--- src/rtl/mem_arb_pkg.sv ---
// Shared definitions for the IC/DC main-memory arbiter: FSM state encoding and client IDs.
package mem_arb_pkg;

  typedef enum logic [1:0] {
    ST_IDLE  = 2'd0,
    ST_ADDR  = 2'd1,
    ST_WDATA = 2'd2,
    ST_RRESP = 2'd3
  } arb_state_e;

  typedef enum logic {
    CLIENT_IC = 1'b0,
    CLIENT_DC = 1'b1
  } client_e;

  function automatic client_e other_client(input client_e c);
    client_e r;
    if (c == CLIENT_IC) begin
      r = CLIENT_DC;
    end else begin
      r = CLIENT_IC;
    end
    return r;
  endfunction

endpackage

--- src/rtl/mem_arb_rr.sv ---
// Two-client grant selection: single requester wins outright; on contention
// either round-robin against the previous grant or fixed DC priority.
module mem_arb_rr
  import mem_arb_pkg::*;
(
  input  logic    ic_valid_i,
  input  logic    dc_valid_i,
  input  client_e last_i,
  input  logic    prio_dc_i,
  output client_e winner_o
);

  always_comb begin
    winner_o = CLIENT_IC;
    if (ic_valid_i && dc_valid_i) begin
      if (prio_dc_i) begin
        winner_o = CLIENT_DC;
      end else begin
        winner_o = other_client(last_i);
      end
    end else if (dc_valid_i) begin
      winner_o = CLIENT_DC;
    end else begin
      winner_o = CLIENT_IC;
    end
  end

endmodule

--- src/rtl/mem_arbiter.sv ---
// Shares one main-memory port between the instruction and data caches, one transaction at a time.
// Define MEM_ARB_DCACHE_PRIO_EN for fixed DC priority instead of round-robin.
module mem_arbiter
  import mem_arb_pkg::*;
#(
  parameter int ADDR_W = 28,
  parameter int DATA_W = 128,
  parameter int BEATS  = 4
) (
  input  logic                clk,
  input  logic                reset,

  input  logic                ic_req_valid,
  output logic                ic_req_ready,
  input  logic [ADDR_W-1:0]   ic_req_addr,
  input  logic                ic_req_rw,
  input  logic                ic_req_data_valid,
  output logic                ic_req_data_ready,
  input  logic [DATA_W-1:0]   ic_req_data_bits,
  input  logic [DATA_W/8-1:0] ic_req_data_mask,
  output logic                ic_resp_valid,
  output logic [DATA_W-1:0]   ic_resp_data,

  input  logic                dc_req_valid,
  output logic                dc_req_ready,
  input  logic [ADDR_W-1:0]   dc_req_addr,
  input  logic                dc_req_rw,
  input  logic                dc_req_data_valid,
  output logic                dc_req_data_ready,
  input  logic [DATA_W-1:0]   dc_req_data_bits,
  input  logic [DATA_W/8-1:0] dc_req_data_mask,
  output logic                dc_resp_valid,
  output logic [DATA_W-1:0]   dc_resp_data,

  output logic                mem_req_valid,
  input  logic                mem_req_ready,
  output logic [ADDR_W-1:0]   mem_req_addr,
  output logic                mem_req_rw,
  output logic                mem_req_data_valid,
  input  logic                mem_req_data_ready,
  output logic [DATA_W-1:0]   mem_req_data_bits,
  output logic [DATA_W/8-1:0] mem_req_data_mask,
  input  logic                mem_resp_valid,
  input  logic [DATA_W-1:0]   mem_resp_data
);

  localparam int CNT_W = $clog2(BEATS) + 1;
  localparam logic [CNT_W-1:0] LAST_BEAT = CNT_W'(BEATS - 1);

`ifdef MEM_ARB_DCACHE_PRIO_EN
  localparam logic PRIO_DC = 1'b1;
`else
  localparam logic PRIO_DC = 1'b0;
`endif

  arb_state_e        state_q;
  client_e           grant_q;
  client_e           last_q;
  logic [CNT_W-1:0]  cnt_q;

  client_e           winner_s;
  logic              sel_valid_s;
  logic [ADDR_W-1:0] sel_addr_s;
  logic              sel_rw_s;
  logic              sel_dvalid_s;
  logic [DATA_W-1:0] sel_dbits_s;
  logic [DATA_W/8-1:0] sel_dmask_s;
  logic              grant_dc_s;
  logic              addr_fire_s;
  logic              wdata_fire_s;

  mem_arb_rr u_rr (
    .ic_valid_i (ic_req_valid),
    .dc_valid_i (dc_req_valid),
    .last_i     (last_q),
    .prio_dc_i  (PRIO_DC),
    .winner_o   (winner_s)
  );

  assign grant_dc_s = (grant_q == CLIENT_DC);

  always_comb begin
    if (grant_dc_s) begin
      sel_valid_s  = dc_req_valid;
      sel_addr_s   = dc_req_addr;
      sel_rw_s     = dc_req_rw;
      sel_dvalid_s = dc_req_data_valid;
      sel_dbits_s  = dc_req_data_bits;
      sel_dmask_s  = dc_req_data_mask;
    end else begin
      sel_valid_s  = ic_req_valid;
      sel_addr_s   = ic_req_addr;
      sel_rw_s     = ic_req_rw;
      sel_dvalid_s = ic_req_data_valid;
      sel_dbits_s  = ic_req_data_bits;
      sel_dmask_s  = ic_req_data_mask;
    end
  end

  // Everything is idle-zero outside the phase that owns it; only the granted client sees handshakes.
  always_comb begin
    mem_req_valid      = 1'b0;
    mem_req_addr       = '0;
    mem_req_rw         = 1'b0;
    mem_req_data_valid = 1'b0;
    mem_req_data_bits  = '0;
    mem_req_data_mask  = '0;
    ic_req_ready       = 1'b0;
    dc_req_ready       = 1'b0;
    ic_req_data_ready  = 1'b0;
    dc_req_data_ready  = 1'b0;
    ic_resp_valid      = 1'b0;
    dc_resp_valid      = 1'b0;
    case (state_q)
      ST_ADDR: begin
        mem_req_valid = sel_valid_s;
        mem_req_addr  = sel_addr_s;
        mem_req_rw    = sel_rw_s;
        ic_req_ready  = !grant_dc_s && mem_req_ready;
        dc_req_ready  = grant_dc_s && mem_req_ready;
      end
      ST_WDATA: begin
        mem_req_data_valid = sel_dvalid_s;
        mem_req_data_bits  = sel_dbits_s;
        mem_req_data_mask  = sel_dmask_s;
        ic_req_data_ready  = !grant_dc_s && mem_req_data_ready;
        dc_req_data_ready  = grant_dc_s && mem_req_data_ready;
      end
      ST_RRESP: begin
        ic_resp_valid = !grant_dc_s && mem_resp_valid;
        dc_resp_valid = grant_dc_s && mem_resp_valid;
      end
      default: begin
        mem_req_valid = 1'b0;
      end
    endcase
  end

  assign ic_resp_data = mem_resp_data;
  assign dc_resp_data = mem_resp_data;

  assign addr_fire_s  = mem_req_valid && mem_req_ready;
  assign wdata_fire_s = mem_req_data_valid && mem_req_data_ready;

  // Transaction sequencer: grant is latched in IDLE, so the address phase follows one bubble later.
  always_ff @(posedge clk or negedge reset) begin
    if (!reset) begin
      state_q <= ST_IDLE;
      grant_q <= CLIENT_IC;
      last_q  <= CLIENT_DC;
      cnt_q   <= '0;
    end else begin
      case (state_q)
        ST_IDLE: begin
          if (ic_req_valid || dc_req_valid) begin
            grant_q <= winner_s;
            state_q <= ST_ADDR;
          end
        end
        ST_ADDR: begin
          if (addr_fire_s) begin
            last_q <= grant_q;
            cnt_q  <= '0;
            if (sel_rw_s) begin
              state_q <= ST_WDATA;
            end else begin
              state_q <= ST_RRESP;
            end
          end
        end
        ST_WDATA: begin
          if (wdata_fire_s) begin
            cnt_q <= cnt_q + CNT_W'(1);
            if (cnt_q == LAST_BEAT) begin
              state_q <= ST_IDLE;
            end
          end
        end
        ST_RRESP: begin
          if (mem_resp_valid) begin
            cnt_q <= cnt_q + CNT_W'(1);
            if (cnt_q == LAST_BEAT) begin
              state_q <= ST_IDLE;
            end
          end
        end
        default: begin
          state_q <= ST_IDLE;
        end
      endcase
    end
  end

endmodule

--- config.mk ---
export PLATFORM = sky130hd
export DESIGN_NAME = mem_arbiter
export DESIGN_NICKNAME = d
export VERILOG_FILES = /design/src/rtl/mem_arb_pkg.sv /design/src/rtl/mem_arb_rr.sv /design/src/rtl/mem_arbiter.sv
export SDC_FILE = /design/constraint.sdc
export NUM_CORES = 1
export LEC_CHECK = 0
export BUFFER_PORTS_ARGS = -buffer_cell sky130_fd_sc_hd__buf_2
export CAP_MARGIN = 10
export CORE_AREA = 2 2 362 364
export CTS_CLUSTER_SIZE = 10
export DETAILED_ROUTE_END_ITERATION = 10
export DIE_AREA = 0 0 364 366
export GPL_TIMING_DRIVEN = 0
export HOLD_SLACK_MARGIN = 0.02
export PLACE_DENSITY = 0.3
export SYNTH_ARGS = -nofsm -noshare
export SYNTH_HDL_FRONTEND = slang
export SYNTH_HIERARCHICAL = 1
export SYNTH_SLANG_ARGS = --single-unit
--- constraint.sdc ---
create_clock -name clk -period 2.6 [get_ports clk]
set_clock_uncertainty 0.1 [all_clocks]
set_input_delay 0.52 -clock clk [delete_from_list [all_inputs] [get_ports clk]]
set_output_delay 0.52 -clock clk [all_outputs]
set_load 0.005 [all_outputs]
==> impl_results.md <==
* Outcome: completed
* Mux contribution to synthesized area at 36.14%
* Largest family of logic cells by synthesized area: buffers and inverters
* Mean post-synth cell area at 7.146 µm²
* Post-Synth Adder-Cell Area at 0.5003%
* CP Data Required Time at 1.98 ns
* First-pass GRT wire length at 87350 µm
* Die area at 133200 µm²
* FP Rows at 132
* Die X at 364 µm
* Reg area at 177.7 µm²
* Count leader, synth: buf_4
* Setup violators final at 0
* Post-Synthesis Cell Area at 5002 µm²
* Fin crit share at 98.13%
* Tightest Pin Transition at 0.6659 ns
* Worst min-delay path class: in -> async
* Endpoints failing hold at 0
* Synth top cells by count: buf_4, nor2_1, mux2i_1, buf_2, inv_1
* Clk_lat worst skew at 0.23 ns
* Fin crit period at 2.551 ns
* Fmax at 392.0 MHz
* Complex-gate fraction of the synthesized area at 1.501%
* GRT Total Usage at 10.31%
* Largest net degree at the start of global routing at 12
* DR iter-0 viols at 196
* Yosys top cell area share at 38.42%
* Worst IR Drop VDD at 0.3052 mV
* Post-Synth Simple-Gate Area at 15.23%
* Drt total wl at 73620 µm
* P per Cell Area at 575.4 nW/µm²
* Ys flop type: dfrtp_1
* Detail Route Antenna Nets at 0
* Multi-input logic area at 2994 µm²
* Wire per inst at 22.68 µm
* Port Buffers at 791
* Non-Filler Instances at 3246
* CTS root buf: clkbuf_16
* Max-cap violations at 0
* Mapped Cells at 700
* Initial core utilization at 3.878%
* XOR/XNOR share of the synthesized area at 0%
* Antenna violations before repair at 16
* Mapped Nets at 1185
* I/O Pins at 920
* Final slew viol count at 0
* Critical Path Source Type: flip-flop
* DRT Pass-1 Iters at 5
* Pleak at 6.213 nW
* Post-DP HPWL at 69160 µm
* Gr ovfl total at 0
* Core Footprint at 129000 µm²
* Count of different cell masters after synthesis at 28
* Die Height at 366 µm
* CP Capture Type: output pin
* GP Congestion at 0.9395
* Number of global-route vias before repair at 7607
* CTS tree: done
* CTS clock-pin slew for the worst setup and hold paths at 0.04 ns
* Number of synthesized flops with an enable pin at 0
* Final Util at 9.148%
* Crit path DAT at 1.93 ns
* Nets at 1988
* H-tree Lvls at 1
* Max-slew headroom at 55.61%
* Yosys top cell by area: buf_4
* Post-synthesis sequential area ratio at 3.527%
* CP Max Fanout at 10
* Maximum root-to-sink buffer count at 2
* Asr flop ratio synth at 100.0%
* Synth warn at 6
* Post-synthesis register bit count at 7
* Cts bufs inserted at 3
* Via count at 7493
* Fillers at 15330
* Synth top area cells: buf_4, mux2i_1, nor2_1, buf_2, dfrtp_1
* Tot Pwr at 0.006790 W
* P&R area growth vs syn at 135.9%
* Setup CP Type: reg -> out
* Layout cells sized above 1 at 76.10%
* Via density at 2.308
* Cell Count Post-Placement at 3233
* DRC errors left at 0
* Clock sinks at 7
* RSZ-0062 raised after global routing: true
[critical path, cell delays in order (launching register included)]
cell	delay [ns]
dfrtp_2	0.38
buf_12	0.16
buf_16	0.16
buf_4	0.25
mux2i_1	0.44
nor2_1	0.08
buf_2	0.19
[cells by family (layout without fill, tap and decap cells)]
| group | after synthesis | in the layout |
|---|---|---|
| flops | 7 | 7 |
| mux | 180 | 180 |
| fa+ha+maj | 2 | 2 |
| simple gates | 197 | 197 |
| other cells | 1 | 3 |
| compound gates | 9 | 9 |
| buf+inv | 304 | 1106 |
[per-layer routing]
metal | share of wire, % | routed length [µm] | up-vias | GRT usage [%]
li1 | - | - | 3614 | -
met1 | 45 | 32970 | 3373 | 13.89
met2 | 46 | 33890 | 484 | 17.30
met3 | 8.9 | 6533 | 22 | 2.600
met4 | 0.31 | 229 | 0 | 0.2474
met5 | 0 | 0 | - | 0
[state kept, by name (all words and copies together) (netlist names)]
register    cells
cnt_q           3
last_q          1
state_q         2
grant_dc_s      1
[area by class of cell]
cell class / count / share of cell area (%)
timing repair buffer: 798 / 34.57
inverter: 8 / 0.2545
tap: 1742 / 18.47
clock buffer: 3 / 0.6362
antenna: 2 / 0.04241
multi-input combinational: 389 / 25.37
clock inverter: 1 / 0.04241
buffer: 296 / 19.11
sequential: 7 / 1.506
[final timing paths]
| check | startpoint | endpoint | slack, ns | depth (start not counted) |
|---|---|---|---|---|
| max | grant_dc_s | mem_req_data_bits[114] | 0.05 | 6 |
| min | reset | cnt_q[1] | 0.03 | 1 |
| max reg2reg | grant_dc_s | cnt_q[0] | 0.36 | 8 |
| min reg2reg | cnt_q[2] | cnt_q[2] | 0.43 | 2 |
| max in group asynchronous | reset | last_q | 2.14 | 1 |
| min in group clk | cnt_q[2] | cnt_q[2] | 0.43 | 2 |
[power breakdown]
part           leakage, nW  internal (W)  switching (W)
Clock               0.0409      0.000202      0.0000592
Combinational         6.09       0.00262        0.00370
Sequential          0.0869      0.000159      0.0000440
Total                 6.21       0.00298        0.00381
[cells in the final DEF (no fill, tap or decap), drive strengths merged, types with 2 or more instances in the layout]
| cell type | netlist | final |
|---|---|---|
| o21ai | 3 | 3 |
| nor2 | 180 | 180 |
| mux2i | 178 | 178 |
| diode | 0 | 2 |
| buf | 291 | 1082 |
| clkbuf | 5 | 15 |
| ha | 2 | 2 |
| nor3b | 2 | 2 |
| mux2 | 2 | 2 |
| nor3 | 4 | 4 |
| inv | 8 | 8 |
| nand2b | 2 | 2 |
| dfrtp | 6 | 6 |
| nand2 | 7 | 7 |
[stage by stage]
step / TNS, ns / area, µm² / hold WS [ns] / setup WS (ns)
3_5_place_dp: -24.38 / 11140 / 0.2719 / -1.092
2_1_floorplan: 0 / 5002 / 0.1244 / 0.7731
4_1_cts: -0.03328 / 11630 / 0.02845 / -0.01481
5_1_grt: -0.01994 / 11800 / 0.03123 / -0.007117
6_report: 0 / 11800 / 0.02566 / 0.04865
3_3_place_gp: -92.85 / 11140 / 0.2764 / -1.096
[timing repair]
action | in CTS | in global routing
hold buffers | 0 | 0
gates resized for setup | 89 | 21
pin swaps | 0 | 0
setup endpoints to repair | 160 | 99
gates cloned | 1 | 2
buffers inserted | 0 | 4
Note: power is estimated with default switching activity, not from simulation.
